`src/rtl/mem_port_arbiter_pkg.sv`:
```
// Shared types and default widths for the two-requester memory port arbiter.
package mem_port_arbiter_pkg;

  typedef enum logic [1:0] {
    IDLE  = 2'd0,
    GNT_A = 2'd1,
    GNT_B = 2'd2
  } state_t;

  localparam int ADDR_W_DEF = 32;
  localparam int DATA_W_DEF = 32;

endpackage

```
`src/rtl/mem_port_arbiter_mux.sv`:
```
// Parameterized 2:1 word mux used to steer requester payloads onto the shared port.
module Mux #(
  parameter int W = 32
) (
  input  logic         sel,
  input  logic [W-1:0] d0,
  input  logic [W-1:0] d1,
  output logic [W-1:0] y
);

  assign y = sel ? d1 : d0;

endmodule

```
`src/rtl/mem_port_arbiter.sv`:
```
// Arbitrates instruction fetch (A) and data access (B) onto one memory port.
// Define MEM_ARB_RR_EN for round-robin tie-break; default is fixed B priority.
module mem_port_arbiter
  import mem_port_arbiter_pkg::*;
#(
  parameter int ADDR_W = ADDR_W_DEF,
  parameter int DATA_W = DATA_W_DEF
) (
  input  logic              clk,
  input  logic              rst_n,
  input  logic              a_req,
  input  logic [ADDR_W-1:0] a_addr,
  output logic              a_ack,
  input  logic              b_req,
  input  logic [ADDR_W-1:0] b_addr,
  input  logic [DATA_W-1:0] b_wdata,
  input  logic              b_we,
  output logic              b_ack,
  output logic              mem_req,
  output logic [ADDR_W-1:0] mem_addr,
  output logic [DATA_W-1:0] mem_wdata,
  output logic              mem_we,
  input  logic              mem_ready,
  input  logic [DATA_W-1:0] mem_rdata,
  output logic [DATA_W-1:0] rdata,
  output logic              gnt_b
);

  state_t state, state_nxt;
  logic   pick_b;

`ifdef MEM_ARB_RR_EN
  // 1 = B held the most recent grant; reset leaves A first in line.
  logic last_b;

  always_ff @(posedge clk or negedge rst_n) begin
    if (!rst_n) begin
      last_b <= 1'b1;
    end else if (state == IDLE && (a_req || b_req)) begin
      last_b <= pick_b;
    end
  end

  assign pick_b = b_req && (!a_req || !last_b);
`else
  assign pick_b = b_req;
`endif

  always_ff @(posedge clk or negedge rst_n) begin
    if (!rst_n) begin
      state <= IDLE;
    end else begin
      state <= state_nxt;
    end
  end

  always_comb begin
    state_nxt = state;
    case (state)
      IDLE: begin
        if (a_req || b_req) begin
          state_nxt = pick_b ? GNT_B : GNT_A;
        end
      end
      GNT_A, GNT_B: begin
        if (mem_ready) begin
          state_nxt = IDLE;
        end
      end
      default: state_nxt = IDLE;
    endcase
  end

  assign mem_req = (state == GNT_A) || (state == GNT_B);
  assign gnt_b   = (state == GNT_B);
  assign a_ack   = (state == GNT_A) && mem_ready;
  assign b_ack   = (state == GNT_B) && mem_ready;
  assign rdata   = mem_rdata;

  // A never writes, so its write-data leg is tied to zero.
  assign mem_we  = gnt_b & b_we;

  Mux #(.W(ADDR_W)) u_addr_mux (
    .sel (gnt_b),
    .d0  (a_addr),
    .d1  (b_addr),
    .y   (mem_addr)
  );

  Mux #(.W(DATA_W)) u_wdata_mux (
    .sel (gnt_b),
    .d0  ({DATA_W{1'b0}}),
    .d1  (b_wdata),
    .y   (mem_wdata)
  );

endmodule

```
`config.mk`:
```
export PLATFORM = sky130hd
export DESIGN_NAME = mem_port_arbiter
export DESIGN_NICKNAME = d
export VERILOG_FILES = /design/src/rtl/mem_port_arbiter_pkg.sv /design/src/rtl/mem_port_arbiter_mux.sv /design/src/rtl/mem_port_arbiter.sv
export SDC_FILE = /design/constraint.sdc
export NUM_CORES = 1
export LEC_CHECK = 0
export CORE_AREA = 2 2 91 93
export CTS_CLUSTER_DIAMETER = 150
export DETAILED_ROUTE_END_ITERATION = 10
export DIE_AREA = 0 0 93 95
export PLACE_DENSITY = 0.74
export SLEW_MARGIN = 5
export SYNTH_ARGS = -nofsm -noshare
export SYNTH_HDL_FRONTEND = slang
export SYNTH_SLANG_ARGS = --single-unit
```
`constraint.sdc`:
```
create_clock -name clk -period 1.25 [get_ports clk]
set_input_delay 0.125 -clock clk [delete_from_list [all_inputs] [get_ports clk]]
set_output_delay 0.125 -clock clk [all_outputs]
set_load 0.01 [all_outputs]
```
[Word-level counts from Yosys, hierarchy flattened]
Index checks and enable logic that the tools add are counted.
Storage, ports and cells
  logic and storage cells: 19
  output and inout port bits: 101
  register bits: 2
Operators by class
  bitwise operators: 1
  reduce and logical (&&, ||, !) cells: 7
  eq/ne operators: 4
  muxes and demuxes: 6
Operators with widths (count)
  two-way mux 32 bit: 2
  two-way mux 2 bit: 3
  inequality test 2 bit (second input constant): 2
  case mux 2 bit (2 select lines): 1
  equality test 2 x 1 -> 1 bit (second input constant): 1
  equality test 2 bit (second input constant): 1
  logical AND 1 bit: 2
  logical NOT 2 bit: 1
  logical OR 1 bit: 2
  AND reduction 2 bit: 1
  OR reduction 2 bit: 1
  bitwise AND 1 bit: 1

[Logic depth before layout (Yosys ltp)]
Gate-level depths: netlist (run 1).
  depth after elaboration: 4
  mapped depth: 5
  depth with buffers taken out: 5

[Modules after synthesis]
From an unflattened synthesis (run 1), not the netlist that was laid out.
Unflattened totals
  cells, all modules: 122
  area, all modules: 1505.2 µm²
By module, submodules not included
  Mux: area each 544.3 µm², sequential area each 0.0 µm², times used 2, cells each 36
  mem_port_arbiter: area each 416.6 µm², sequential area each 50.0 µm², times used 1, cells each 50

[Worst setup path before layout (run 1)]
Ideal clock, no wire load.
  kind: reg2out
  start: register state[0]
  end: output mem_addr[10]
  arrival: 1304 ps
  buffers on the path: 2
  stages on the path, launching flop included: 6
  setup slack: -179 ps
  required time: 1125 ps
  cells stage by stage: dfrtp_1 -> inv_1 -> ha_1 -> buf_6 -> buf_12 -> mux2_4
On the way
  word-level cells in the longest chain between the ends: 2
RTL lines
  start, declared: line mem_port_arbiter.sv:29  | state_t state, state_nxt;
  start signal, assigned: line mem_port_arbiter.sv:53  | state <= state_nxt;
  equality test 2 bit: line mem_port_arbiter.sv:75  | assign gnt_b = (state == GNT_B);
  via gnt_b: line mem_port_arbiter.sv:26  | output logic gnt_b
  two-way mux 32 bit: line mem_port_arbiter_mux.sv:11  | assign y = sel ? d1 : d0;
  end, declared: line mem_port_arbiter.sv:20  | output logic [ADDR_W-1:0] mem_addr,
The timed path passes the listed nets, and every way through them passes these cells.

[Worst setup path in the final report (run 1)]
  start: register state[0]
  end: output mem_addr[14]
On the way
  word-level cells in the longest chain between the ends: 2
RTL lines (line)
  equality test 2 bit: mem_port_arbiter.sv:75
  two-way mux 32 bit: mem_port_arbiter_mux.sv:11
No other way between the ends.

==> results.md, run 1 <==
- Number of DRC markers in iteration 0: 6
- Initial core utilization: 14.68%
- Outcome: finished with violations
- MaxCap Viol Count: 0
- Dominant combinational cell family by area after synthesis: multiplexers
- Required time at the worst-slack endpoint: 1.12 ns
- Number of library cell types mapped by synthesis: 15
- GRT Util Overall: 11.11%
- Switching power: 1.803 mW
- Vias per cell: 3.850
- Hold violation total from the final report: 0
- Count of TritonRoute iterations in the first routing pass: 4
- Final critical delay including setup and external delays: 1.649 ns
- Filler cell count in the final layout: 770
- Clk pwr share: 4.7%
- Maximum level of the CTS H-tree: 1
- Arr. time, crit path: 1.52 ns
- Hold slack final: 0.08993 ns
- Net count after synthesis: 259
- Area growth syn-to-layout: 182.8%
- Endpoint type of the worst setup path: primary output
- Transition time of the tightest slew-check pin: 0.1344 ns
- Adder-Cell Fraction of Synth Area: 4.301%
- Number of cells produced by synthesis: 121
- Sequential share of the synthesized area: 4.301%
- Leakage dissipation: 1.491 nW
- Largest reg by FF count: state
- Max-slew headroom at the worst pin: 91.04%
- WL per Instance: 14.25 microns
- Flip-flop count of the largest register, all copies and words added: 2
- Dpl hpwl: 4.087 mm
- Maximum clock rate: 606.4 MHz
- Share of synthesized area spent on multiplexers: 40.65%
- Largest net degree at the start of global routing: 11
- Routed Wire Length: 5.502 mm
- Area of the multi-input gates: 933.4 sq um
- Slowest stage cell on the critical path: dfrtp_1
- Share of synthesized cell area in and, or, nand and nor gates: 19.68%
- Average size of a mapped cell: 9.617 sq um
- Port-buffer cells: 170
- Clock root buffer: clkbuf_8
- Failing checks: setup timing
- DRC violations left: 0
- Placer's final routability congestion estimate: 0.7450
- Fraction of power consumed by sequential logic: 2.4%
- Number of top-level design ports: 235
- Count of endpoints failing setup in the final report: 71
- Quantity of hold-fixing buffers added after cts: 0
- Areal power density over the cells: 1625 nW/um^2
- Die Ht: 95 microns
- Biggest area contributors in the synthesized netlist: mux2_4 (39%), buf_4 (21%), and2_1 (19%)
- Sw frac: 33.71%
- Total number of vias: 1,486
- XOR/XNOR share of the synthesized area: 0%
- Standard cell core area: 7928 sq um
- Slew Limit Fails: 0
- Post-synthesis instance area: 1164 sq um
- Top cell type by total area after synthesis: mux2_4
- Critical path class: register to primary output
- Sort of element at the start of the critical path: register
- Remaining global-route overflow: 0
- Compound-Gate Fraction of Synth Area: 2.366%
- VDD IR-drop max: 0.0007953 V
- Remaining antenna violation count: 0
- Final core area utilization: 41.51%
- Core Rows: 33
- Clock sink count: 2
- Most common cell after layout, fill and taps aside: clkdlybuf4s50_1
- Internal power: 3.546 mW
- Via count of the first global-routing pass: 1,418
- Final clock period utilization by the worst path: 131.9%
- Top library cells by usage in the layout, fill and taps aside: clkdlybuf4s50_1 (101), buf_6 (74), and2_4 (34)
- Proportion of netlist area held by the largest area contributor: 38.71%
- Wire length of the first global-routing pass: 7.617 mm
- Clock Latency Late Sink: 0.21 ns
- Die area: 8835 sq um
- Combined flip-flop and latch cell area: 51.30 sq um
- Type of the most critical hold path: input port to asynchronous set/reset pin
- Share of total power in combinational logic: 92.9%
- TritonCTS clock tree: built
- Largest stage delay on the critical path: 0.38 ns
- Antenna diode instance count: 0
- Biggest registers after layout: state: 2 flops
- Overall die width: 93 microns
- Clk pin slew, worst setup/hold paths: 0.03 ns
- Worst setup skew after layout: 0.0001819 ns
- Antenna violations before repair: 0
- Number of cells on the worst reg-to-reg path: 8
- Crit path cell chain: inv_2 -> ha_4 -> buf_12 -> mux2_4 -> clkbuf_2
- Fraction of layout instances using a drive strength above 1: 61.57%
- Final worst-path setup slack: -0.3992 ns
- Maximum fanout encountered on the critical timing path: 10
- Number of warnings issued by yosys: 0
- Cts bufs inserted: 3
- Unrepaired setup endpoints after global routing: yes
- Final-stage net count: 421
- Total of flip-flops plus latches after synthesis: 2
- CTS max path bufs: 2
[worst max-delay path: cells and delay by family, from the launching register on]
family / cells / cell delay, ns
muxes: 1 / 0.33
adders and majority gates: 1 / 0.20
buffers and inverters: 3 / 0.41
DFF: 1 / 0.38
[worst paths after layout]
path / end / startpoint / slack, ns
min in group clk: rdata[11] / mem_rdata[11] / 0.25
setup reg to reg: state[1] / state[1] / -0.26
hold / removal: state[1] / rst_n / 0.09
setup / recovery: mem_addr[14] / state[0] / -0.40
hold reg to reg: state[0] / state[0] / 0.81
max in group asynchronous: state[1] / rst_n / 1.02
[repair_timing]
action / CTS / global route
buffers inserted: 14 / 5
gates cloned: 6 / 0
endpoints found under the setup margin: 71 / 71
endpoints found under the hold margin: 0 / 0
gates resized for setup: 365 / 46
pin swaps: 15 / 22
[power by group through the flow]
| stage | combinational (mW) | clock, mW | sequential (mW) |
|---|---|---|---|
| 2_1_floorplan | 1.92 | 0 | 0.119 |
| 3_3_place_gp | 3.50 | 0 | 0.119 |
| 3_5_place_dp | 3.54 | 0 | 0.121 |
| 4_1_cts | 4.99 | 0.256 | 0.131 |
| 5_1_grt | 5.25 | 0.257 | 0.132 |
| 6_report | 4.97 | 0.253 | 0.129 |
[layer usage]
| layer | vias up | part of all wire (%) | track usage [%] |
|---|---|---|---|
| met5 | - | 0 | 0 |
| met4 | 0 | 0.96 | 2.206 |
| met3 | 6 | 13 | 5.028 |
| met2 | 125 | 49 | 19.02 |
| met1 | 673 | 37 | 12.84 |
| li1 | 682 | - | - |
[per-stage QoR]
step	instances	TNS [ns]	power (mW)	instance area, sq um	setup slack (ns)
2_1_floorplan	121	-2.042	2.039	1176	-0.06852
6_report	386	-21.40	5.349	3291	-0.3992
5_1_grt	386	-23.79	5.643	3291	-0.4410
4_1_cts	386	-25.63	5.376	3243	-0.5692
3_3_place_gp	364	-28.38	3.624	2776	-0.4767
3_5_place_dp	364	-29.70	3.661	2776	-0.5125
[final cells by class]
| class | count | share of cell area (%) |
|---|---|---|
| clock buffers | 3 | 1.255 |
| inverters | 3 | 0.4943 |
| multi-input cells | 77 | 28.36 |
| flip-flops and latches | 2 | 1.559 |
| well taps | 105 | 3.992 |
| repair buffers | 196 | 64.33 |
[kinds of logic after synthesis]
logic type / count (synthesis)
flip-flops: 2
adder cells (fa/ha/maj): 4
AND/OR/NAND/NOR: 37
AO/OA/AOI/OAI: 4
multiplexers: 32
buffers and inverters: 42
[cell usage after synthesis]
cell type / number
and2_1: 35
buf_4: 32
mux2_4: 30
ha_1: 4
buf_12: 3
clkbuf_1: 3
inv_1: 3
dfrtp_1: 2
mux2_2: 2
o21ai_0: 2
a21boi_1: 1
a32o_1: 1
buf_6: 1
nand2_1: 1
nand2b_1: 1
Power figures use the tool's default switching activity.
==> inputs of run 2 (changes only) <==
GPL_TIMING_DRIVEN = 1   (was not set)
==> results of run 2 <==
The final DEF is identical to that of run 1; final timing and power are the same.
==> inputs of run 3 (changes only) <==
PLACE_DENSITY = 0.79   (was 0.74)
SYNTH_HIERARCHICAL = 1   (was not set)
TNS_END_PERCENT = 5   (was not set)
==> run 3 against run 2 <==
Net effect: the flow still finishes with violations (setup timing); hold slack got worse by 0.011 ns; cell count grew 6.0%; clock skew increased by 0.0039 ns; clock power hardly changed; final area increased by 5.8%; via count down 0.81%; maximum frequency decreased by 0.27%; sequential power decreased by 11%; count of clock-buffer cells in the layout stayed put; register-to-register slack better by 0.03 ns; synthesized cell count up 0.83%; critical path depth up 1; highest routed layer unchanged.
==> results.md, run 3 <==
- CTS max path bufs: 2
- Top library cells by usage in the layout, fill and taps aside: clkdlybuf4s50_1 (101), buf_6 (74), mux2_4 (62)
- Overall die width: 93 microns
- R2R setup slack: -0.23 ns
- Count of TritonRoute iterations in the first routing pass: 2
- Clk pin slew, worst setup/hold paths: 0.03 ns
- TritonCTS clock tree: built
- Average size of a mapped cell: 12.34 sq um
- Slew Limit Fails: 0
- Number of buffer and inverter instances along the worst setup path: 4
- Crit path cell chain: inv_2 -> ha_4 -> buf_12 -> buf_12 -> mux2_4 -> buf_6
- Dominant delay contributor by cell family on the critical path: buffers and inverters
- Worst R2R Start: state[1]
- Number of DRC markers in iteration 0: 7
- Critical path class: register to primary output
- Remaining antenna violation count: 0
- Tot Pwr: 5.404 mW
- Sort of element at the start of the critical path: register
- Post-synthesis instance area: 1505 sq um
- Slowest stage cell on the critical path: dfrtp_1
- WL per Instance: 13.11 microns
- List of most frequent post-synthesis cells: mux2_4 (60), buf_4 (32), buf_12 (6)
- Final-stage net count: 443
- Failing checks: setup timing
- Total number of vias: 1,474
- Maximum fanout encountered on the critical timing path: 10
- Final clock period utilization by the worst path: 132.3%
- Endpoint of the worst-slack reg-to-reg timing path: state[1]
- Biggest registers after layout: state: 2 flops
- Wire length of the first global-routing pass: 7.113 mm
- Hold violation total from the final report: 0
- Total number of cells along the worst setup path: 6
- Number of library cell types mapped by synthesis: 17
- Fraction of layout instances using a drive strength above 1: 53.95%
- Clock root buffer: clkbuf_8
- VDD IR-drop max: 0.001034 V
- Worst setup skew after layout: 0.004127 ns
- Clock Latency Late Sink: 0.21 ns
- Vias per cell: 3.604
- Count of endpoints failing setup in the final report: 71
- Sequential share of the synthesized area: 3.325%
- Biggest area contributors in the synthesized netlist: mux2_4 (60%), buf_4 (16%), buf_12 (8.0%)
- Largest reg by FF count: state
- Outcome: finished with violations
- Filler cell count in the final layout: 748
- Standard cell core area: 7928 sq um
- Port-buffer cells: 170
- Type of the most critical hold path: input port to asynchronous set/reset pin
- Number of cells produced by synthesis: 122
- Number of warnings issued by yosys: 6
- Maximum clock rate: 604.7 MHz
- Arr. time, crit path: 1.53 ns
- Unrepaired setup endpoints after global routing: yes
- Final worst-path setup slack: -0.4036 ns
- Top cell type by total area after synthesis: mux2_4
- Worst path most repeated cell: buf_12
- Largest stage delay on the critical path: 0.38 ns
- Antenna violations before repair: 0
- Most common cell after layout, fill and taps aside: clkdlybuf4s50_1
- Post-synth EDFFs: 0
- Number of top-level design ports: 235
- Die Ht: 95 microns
- Number of cells on the worst reg-to-reg path: 8
- Routed Wire Length: 5.363 mm
- GRT Util Overall: 10.09%
- DRC violations left: 0
- Die area: 8835 sq um
- Final critical delay including setup and external delays: 1.654 ns
- Leakage dissipation: 1.626 nW
- Most instantiated library cell after synthesis: mux2_4
- Core Rows: 33
- Largest net degree at the start of global routing: 19
- Clock sink count: 2
- Cts bufs inserted: 3
- Via count of the first global-routing pass: 1,394
- Setup TNS after final layout: -25.92 ns
- Placer's final routability congestion estimate: 0.7558
- MaxCap Viol Count: 0
- Initial core utilization: 18.99%
- Area growth syn-to-layout: 131.3%
- Proportion of netlist area held by the largest area contributor: 59.85%
- Endpoint type of the worst setup path: primary output
- Total of flip-flops plus latches after synthesis: 2
- Antenna diode instance count: 0
- Remaining global-route overflow: 0
- Areal power density over the cells: 1552 nW/um^2
- Top flip-flop cell by instance count after synthesis: dfrtp_1
- Required time at the worst-slack endpoint: 1.12 ns
- Fraction of synthesis flops using an asynchronous set or reset pin: 100.0%
- Maximum level of the CTS H-tree: 1
- Dpl hpwl: 4.396 mm
- Flip-flop count of the largest register, all copies and words added: 2
==> run 3: power by group <==
part	switching, mW	internal, mW
Clock	0.0507	0.204
Combinational	1.74	3.30
Sequential	0.0223	0.0922
==> run 3: how the worst max path moves through the flow <==
stage / from / end / slack [ns]
after global placement: state[0] / mem_addr[5] / -0.54
after global routing: state[0] / mem_addr[17] / -0.45
after floorplan: state[0] / mem_addr[0] / -0.1
after detailed placement: state[0] / mem_addr[14] / -0.56
after CTS: state[1] / mem_wdata[9] / -0.52
final: state[0] / mem_addr[17] / -0.40
==> run 3: cell type report <==
class	instances	area [sq um]	area share [%]
inverters	3	13.76	0.3953
repair buffers	188	2032	58.35
clock buffers	3	41.29	1.186
well taps	105	131.4	3.773
multi-input cells	108	1214	34.85
flip-flops and latches	2	50.05	1.437
==> run 3: logic make-up (layout without fill, tap and decap cells) <==
kind of cell / after synthesis / in the layout / share of synthesized area [%]
flip-flops: 2 / 2 / 3.325
other: 1 / 32 / 0.2491
adder cells (fa/ha/maj): 3 / 3 / 2.494
buffers and inverters: 43 / 194 / 26.18
multiplexers: 64 / 64 / 62.84
AND/OR/NAND/NOR: 5 / 5 / 2.576
AO/OA/AOI/OAI: 4 / 4 / 2.327
==> run 3: repair_timing <==
item                                    CTS  global route
endpoints found under the hold margin     0             0
setup buffers                             8             1
pin swaps                                 1             1
hold buffers                              0             0
gates resized for setup                 362            11
endpoints found under the setup margin   71            71
cloned                                    3             0
==> run 3: per-stage QoR <==
step	hold slack, ns	worst slack [ns]	cell area (sq um)	std cells	utilization [%]
after floorplan	-0.1706	-0.09771	1634	153	-
after global placement	0.2501	-0.5431	3189	397	40.23
after detailed placement	0.2501	-0.5633	3189	397	40.23
after CTS	0.08343	-0.5241	3506	410	44.22
after global routing	0.08874	-0.4539	3482	409	43.92
final	0.07848	-0.4036	3482	409	43.92
==> run 3: routing by layer <==
| metal | share of wire, % | vias to the layer above | GRT usage (%) |
|---|---|---|---|
| li1 | - | 728 | - |
| met1 | 34 | 650 | 11.22 |
| met2 | 55 | 84 | 19.50 |
| met3 | 9.9 | 12 | 2.474 |
| met4 | 0.65 | 0 | 1.838 |
| met5 | 0 | - | 0 |
